<file path="src/rtl/stopwatch_pkg.sv">
// Shared stopwatch definitions: lap-controller state encoding and system-level defaults.
package stopwatch_pkg;

  localparam int CLK_FREQ_HZ         = 100_000_000;
  localparam int DEFAULT_WIDTH       = 16;
  localparam int DEFAULT_DEPTH       = 4;
  localparam int DEFAULT_HOLD_CYCLES = 2 * CLK_FREQ_HZ;

  // One-hot so each state decodes from a single flop.
  typedef enum logic [2:0] {
    LIVE   = 3'b001,
    HOLD   = 3'b010,
    REVIEW = 3'b100
  } lap_state_e;

endpackage

</file>
<file path="src/rtl/lap_mem.sv">
// Lap storage: DEPTH x WIDTH register file, synchronous write, asynchronous read.
module lap_mem
  import stopwatch_pkg::*;
#(
  parameter int WIDTH = DEFAULT_WIDTH,
  parameter int DEPTH = DEFAULT_DEPTH,
  localparam int AW   = $clog2(DEPTH)
) (
  input  logic             clk,
  input  logic             we,
  input  logic [AW-1:0]    waddr,
  input  logic [WIDTH-1:0] wdata,
  input  logic [AW-1:0]    raddr,
  output logic [WIDTH-1:0] rdata
);

  logic [WIDTH-1:0] mem [DEPTH];

  // NOTE: storage has no reset; the controller never reads a slot before writing it,
  // and leaving it unreset lets the array map onto plain flops or distributed RAM.
  // NOTE: clocked state is always assigned with <= so every reader sees the pre-edge value.
  always_ff @(posedge clk) begin
    if (we) mem[waddr] <= wdata;
  end

  assign rdata = mem[raddr];

endmodule

</file>
<file path="src/rtl/lap_ctl.sv">
// Lap/split controller: captures split times, freezes the display during hold,
// and steps through stored laps while the stopwatch is paused.
module lap_ctl
  import stopwatch_pkg::*;
#(
  parameter int WIDTH       = DEFAULT_WIDTH,
  parameter int DEPTH       = DEFAULT_DEPTH,
  parameter int HOLD_CYCLES = DEFAULT_HOLD_CYCLES,
  localparam int AW         = $clog2(DEPTH)
) (
  input  logic             clk,
  input  logic             reset,
  input  logic             init_regs,
  input  logic             count_enabled,
  input  logic             split,
  input  logic             review,
  input  logic [WIDTH-1:0] time_in,
  output logic [WIDTH-1:0] disp_time,
  output logic             disp_lap,
  output logic [AW-1:0]    lap_sel,
  output logic [AW:0]      lap_count,
  output logic             lap_full
);

  localparam int          TW         = $clog2(HOLD_CYCLES);
  localparam logic [TW-1:0] HOLD_LOAD  = TW'(HOLD_CYCLES - 1);
  localparam logic [TW-1:0] TIMER_ONE  = TW'(1);
  localparam logic [AW:0]   FULL_COUNT = (AW + 1)'(DEPTH);
  localparam logic [AW:0]   CNT_ONE    = (AW + 1)'(1);
  localparam logic [AW-1:0] SEL_ONE    = AW'(1);

  lap_state_e       state, state_n;
  logic [TW-1:0]    timer, timer_n;
  logic [AW-1:0]    sel_n;
  logic [AW:0]      count_n;
  logic             we;
  logic             capture;
  logic [WIDTH-1:0] rdata;

  lap_mem #(.WIDTH(WIDTH), .DEPTH(DEPTH)) u_mem (
    .clk   (clk),
    .we    (we),
    .waddr (lap_count[AW-1:0]),
    .wdata (time_in),
    .raddr (lap_sel),
    .rdata (rdata)
  );

  assign capture = split && count_enabled && !lap_full;

  // NOTE: every signal driven here gets a default first so no path leaves it unassigned (no latches).
  always_comb begin
    state_n = state;
    timer_n = timer;
    sel_n   = lap_sel;
    count_n = lap_count;
    we      = 1'b0;

    if (init_regs) begin
      state_n = LIVE;
      timer_n = '0;
      sel_n   = '0;
      count_n = '0;
    end else if (capture && state != REVIEW) begin
      we      = 1'b1;
      sel_n   = lap_count[AW-1:0];
      count_n = lap_count + CNT_ONE;
      timer_n = HOLD_LOAD;
      state_n = HOLD;
    end else begin
      case (state)
        LIVE: begin
          if (review && !count_enabled && lap_count != '0) begin
            state_n = REVIEW;
            sel_n   = '0;
          end
        end
        HOLD: begin
          if (timer == '0) state_n = LIVE;
          else             timer_n = timer - TIMER_ONE;
        end
        REVIEW: begin
          // A split here is the stop-to-reset gesture; resume also returns to live.
          if (split || count_enabled) begin
            state_n = LIVE;
          end else if (review) begin
            sel_n = ({1'b0, lap_sel} == lap_count - CNT_ONE) ? '0 : lap_sel + SEL_ONE;
          end
        end
        default: state_n = LIVE;
      endcase
    end
  end

  always_ff @(posedge clk) begin
    if (reset) begin
      state     <= LIVE;
      timer     <= '0;
      lap_sel   <= '0;
      lap_count <= '0;
      lap_full  <= 1'b0;
      disp_time <= '0;
      disp_lap  <= 1'b0;
    end else begin
      state     <= state_n;
      timer     <= timer_n;
      lap_sel   <= sel_n;
      lap_count <= count_n;
      lap_full  <= (count_n == FULL_COUNT);
      disp_time <= (state == LIVE) ? time_in : rdata;
      disp_lap  <= (state != LIVE);
    end
  end

endmodule

</file>
<file path="config.mk">
export PLATFORM = sky130hd
export DESIGN_NAME = lap_ctl
export DESIGN_NICKNAME = d
export VERILOG_FILES = /design/src/rtl/stopwatch_pkg.sv /design/src/rtl/lap_mem.sv /design/src/rtl/lap_ctl.sv
export SDC_FILE = /design/constraint.sdc
export NUM_CORES = 1
export LEC_CHECK = 0
export BUFFER_PORTS_ARGS = -buffer_cell sky130_fd_sc_hd__clkbuf_2
export CAP_MARGIN = 20
export CORE_MARGIN = 5
export CORE_UTILIZATION = 60
export DETAILED_ROUTE_END_ITERATION = 8
export GPL_TIMING_DRIVEN = 1
export HOLD_SLACK_MARGIN = 0.03
export PLACE_DENSITY = 0.8
export SLEW_MARGIN = 15
export SYNTH_ARGS = -nofsm -noshare
export SYNTH_HDL_FRONTEND = slang
export SYNTH_HIERARCHICAL = 1
export SYNTH_SLANG_ARGS = --single-unit
export TNS_END_PERCENT = 1
</file>
<file path="constraint.sdc">
create_clock -name clk -period 9.2 [get_ports clk]
set_clock_uncertainty 0.15 [all_clocks]
set_input_delay 1.84 -clock clk [delete_from_list [all_inputs] [get_ports clk]]
set_output_delay 1.84 -clock clk [all_outputs]
set_load 0.03 [all_outputs]
</file>
==> metrics.yaml <==
critical_path:
  worst-path-stages: 1
  r2r_cells: 5
  crit_fanout: 20
  worstPathCellList: "clkbuf_2"
  worst-endpoint-arrival_ns: 1.79
  max_stage_delay_ns: 0.93
  setup.worst_path.end: "lap_sel[1]"
  worstPathBufferInverterCount: 1
  crit_start: "lap_sel[1]"
  crit_path_end_kind: "primary output"
  crit_path_start_kind: "flop"
  r2r_start: "timer[14]"
  cpMaxStageDelayCell: "dfxtp_1"
  r2r_end: "timer[4]"
  cpLargestDelayFamily: "flip-flops"
  worstSetupPathType: "flop to primary output"
  worst_ep_required_time_ns: 7.21
  reg2reg_slack_ns: 6.31
detailed_routing:
  detail-route-antenna-nets: 0
  drt-pass1-iter-count: 4
  vias: 3446
  drc: 0
  drt_first_iter_violations: 174
  wl_um: 10300
  routedWlPerCell_um: 18.4
  via_per_inst: 6.15
timing:
  worstMarginPinSlew_ns: 0.930
  slew_headroom_pct: 37.9
  min_period_ns: 3.78
  max_freq_mhz: 265
  setup_violations: 0
  rsz0062_at_grt: "no"
  slew_violations: 0
  setup_tns_ns: 0
  period_share_pct: 41.0
  hold_viol_final: 0
worst_hold_path:
  hold_depth: 2
  worst_hold_path_type: "flop to flop"
yosys:
  postSynthAreaPerCell_um2: 12.4
  synth_flop_cell: "edfxtp_1"
  synth-async-reset-ratio_pct: 0
  synth.distinct_cells: 49
  synth_fp_nets: 422
  syn_inst: 395
  ys_seq_area_share_pct: 61.1
  syn_area_um2: 4920
  yosys_warnings: 6
  synth_edf_count: 64
  yosys_register_bits: 118
finish:
  diodes: 0
  final_area_um2: 5830
  layout_commonest_cell: "edfxtp_1"
  syn2layout_area_growth_pct: 18.6
  nets: 469
  drive_above_1_share_pct: 21.5
  layout_common_cells: "edfxtp_1 (64), dfxtp_1 (54), nand2_1 (44), clkbuf_2 (44), a21oi_1 (33)"
global_route:
  grt-ovfl-total: 0
  grt_max_degree: 31
  grt_usage_pct: 21.9
  antenna_found_initial: 0
  first_global_vias: 3460
  grt_pass1_wl_um: 16700
clock_network:
  cts_root_buf: "clkbuf_8"
  cts_hold_repair.buffers: 0
  cts_tree: "done"
  path_clk_slew_ns: 0.06
  postCtsSetupRepairBufs: 0
  h-tree-depth: 4
  ctsLongestPathBuffers: 2
  cts_resized: 0
  clock-sinks: 118
  cts_inserted_buffers: 17
  clk_latency_ns: 0.51
place:
  globalplace.congestion: 0.860
  port_buffers: 44
  place_area_um2: 5190
  place_hpwl_um: 6210
die:
  core_area_um2: 8090
  start_util_pct: 60.8
  die_width_um: 101
  fp-row-count: 33
  die_h_um: 101
  dieArea_um2: 10100
  io-pin-count: 45
power:
  p_leak_nw: 2.10
  peakVddDrop_mv: 0.131
  p_per_area_nw_per_um2: 233
flow_run:
  maxCapViolations: 0
status:
  status: "completed"
==> cell families (layout without fill, tap and decap cells) <==
logic type,after synthesis,after routing,share of synthesized area [%]
compound gates,87,87,10.7
xor+xnor,9,9,1.60
fa+ha+maj,5,5,1.27
buf+inv,25,85,2.49
flops,118,118,61.1
mux,17,17,7.99
simple gates,134,134,14.9
==> state kept, by name, summed over array words and instances (netlist names) <==
| name | flops |
|---|---|
| disp_time | 16 |
| state | 3 |
| disp_lap | 1 |
| lap_full | 1 |
| lap_sel | 2 |
| u_mem/mem | 64 |
| timer | 28 |
| lap_count | 3 |
==> per-layer routing <==
layer / GRT usage (%) / part of all wire [%]
met5: 0 / 0
met4: 10.5 / 2.6
met3: 6.37 / 4.6
met2: 36.6 / 51
met1: 26.1 / 42
==> synth_stat cells (all sizes together) (5+ instances only) <==
library cell	n	share of area (%)
a21oi	33	3.4
a31oi	18	2.3
buf	6	1.0
clkbuf	13	0.99
dfxtp	54	22
edfxtp	64	39
ha	5	1.3
inv	6	0.46
mux4	16	7.8
nand2	44	3.4
nand3	5	0.51
nor2	15	1.1
nor3	7	0.81
nor4	6	1.0
o21ai	16	1.6
o31ai	6	0.92
or3	18	2.3
or4	11	1.8
xor2	5	0.89
==> power by group <==
group | total [mW] | internal (mW) | switching [mW]
combinational | 0.0907 | 0.0296 | 0.0611
sequential | 0.575 | 0.568 | 0.00726
clock | 0.690 | 0.449 | 0.241
total | 1.36 | 1.05 | 0.309
==> worst min path at each step <==
stage | start | end | slack, ns
after floorplan | timer[10] | timer[10] | 0.30
after global placement | timer[10] | timer[10] | 0.32
after detailed placement | timer[10] | timer[10] | 0.33
after CTS | timer[10] | timer[10] | 0.33
after global routing | timer[22] | timer[22] | 0.36
final | timer[10] | timer[10] | 0.34
==> metrics by stage <==
step / hold WS [ns] / util (%) / setup slack (ns) / power [mW] / instances
finish: 0.336 / 72.0 / 5.42 / 1.36 / 560
CTS: 0.334 / 71.9 / 4.97 / 1.37 / 559
global route: 0.359 / 72.0 / 5.35 / 1.41 / 560
floorplan: 0.305 / - / 4.67 / 0.648 / 395
detailed placement: 0.326 / 64.1 / 4.44 / 0.675 / 527
global placement: 0.318 / 64.1 / 4.63 / 0.672 / 527
==> tightest hold or removal path: cells and delay by family (launching register included) <==
kind            cells  cell delay [ns]
compound gates      2             0.13
flops               1             0.31
==> cell type report <==
cell class	count	area (µm²)
Fill cell	530	2260
Timing Repair Buffer	47	250
Sequential cell	118	3000
Tap cell	105	131
Multi-Input combinational cell	252	1800
Inverter	6	22.5
Clock inverter	14	199
Clock buffer	18	428
No activity file was read; power rests on OpenSTA's default activity.
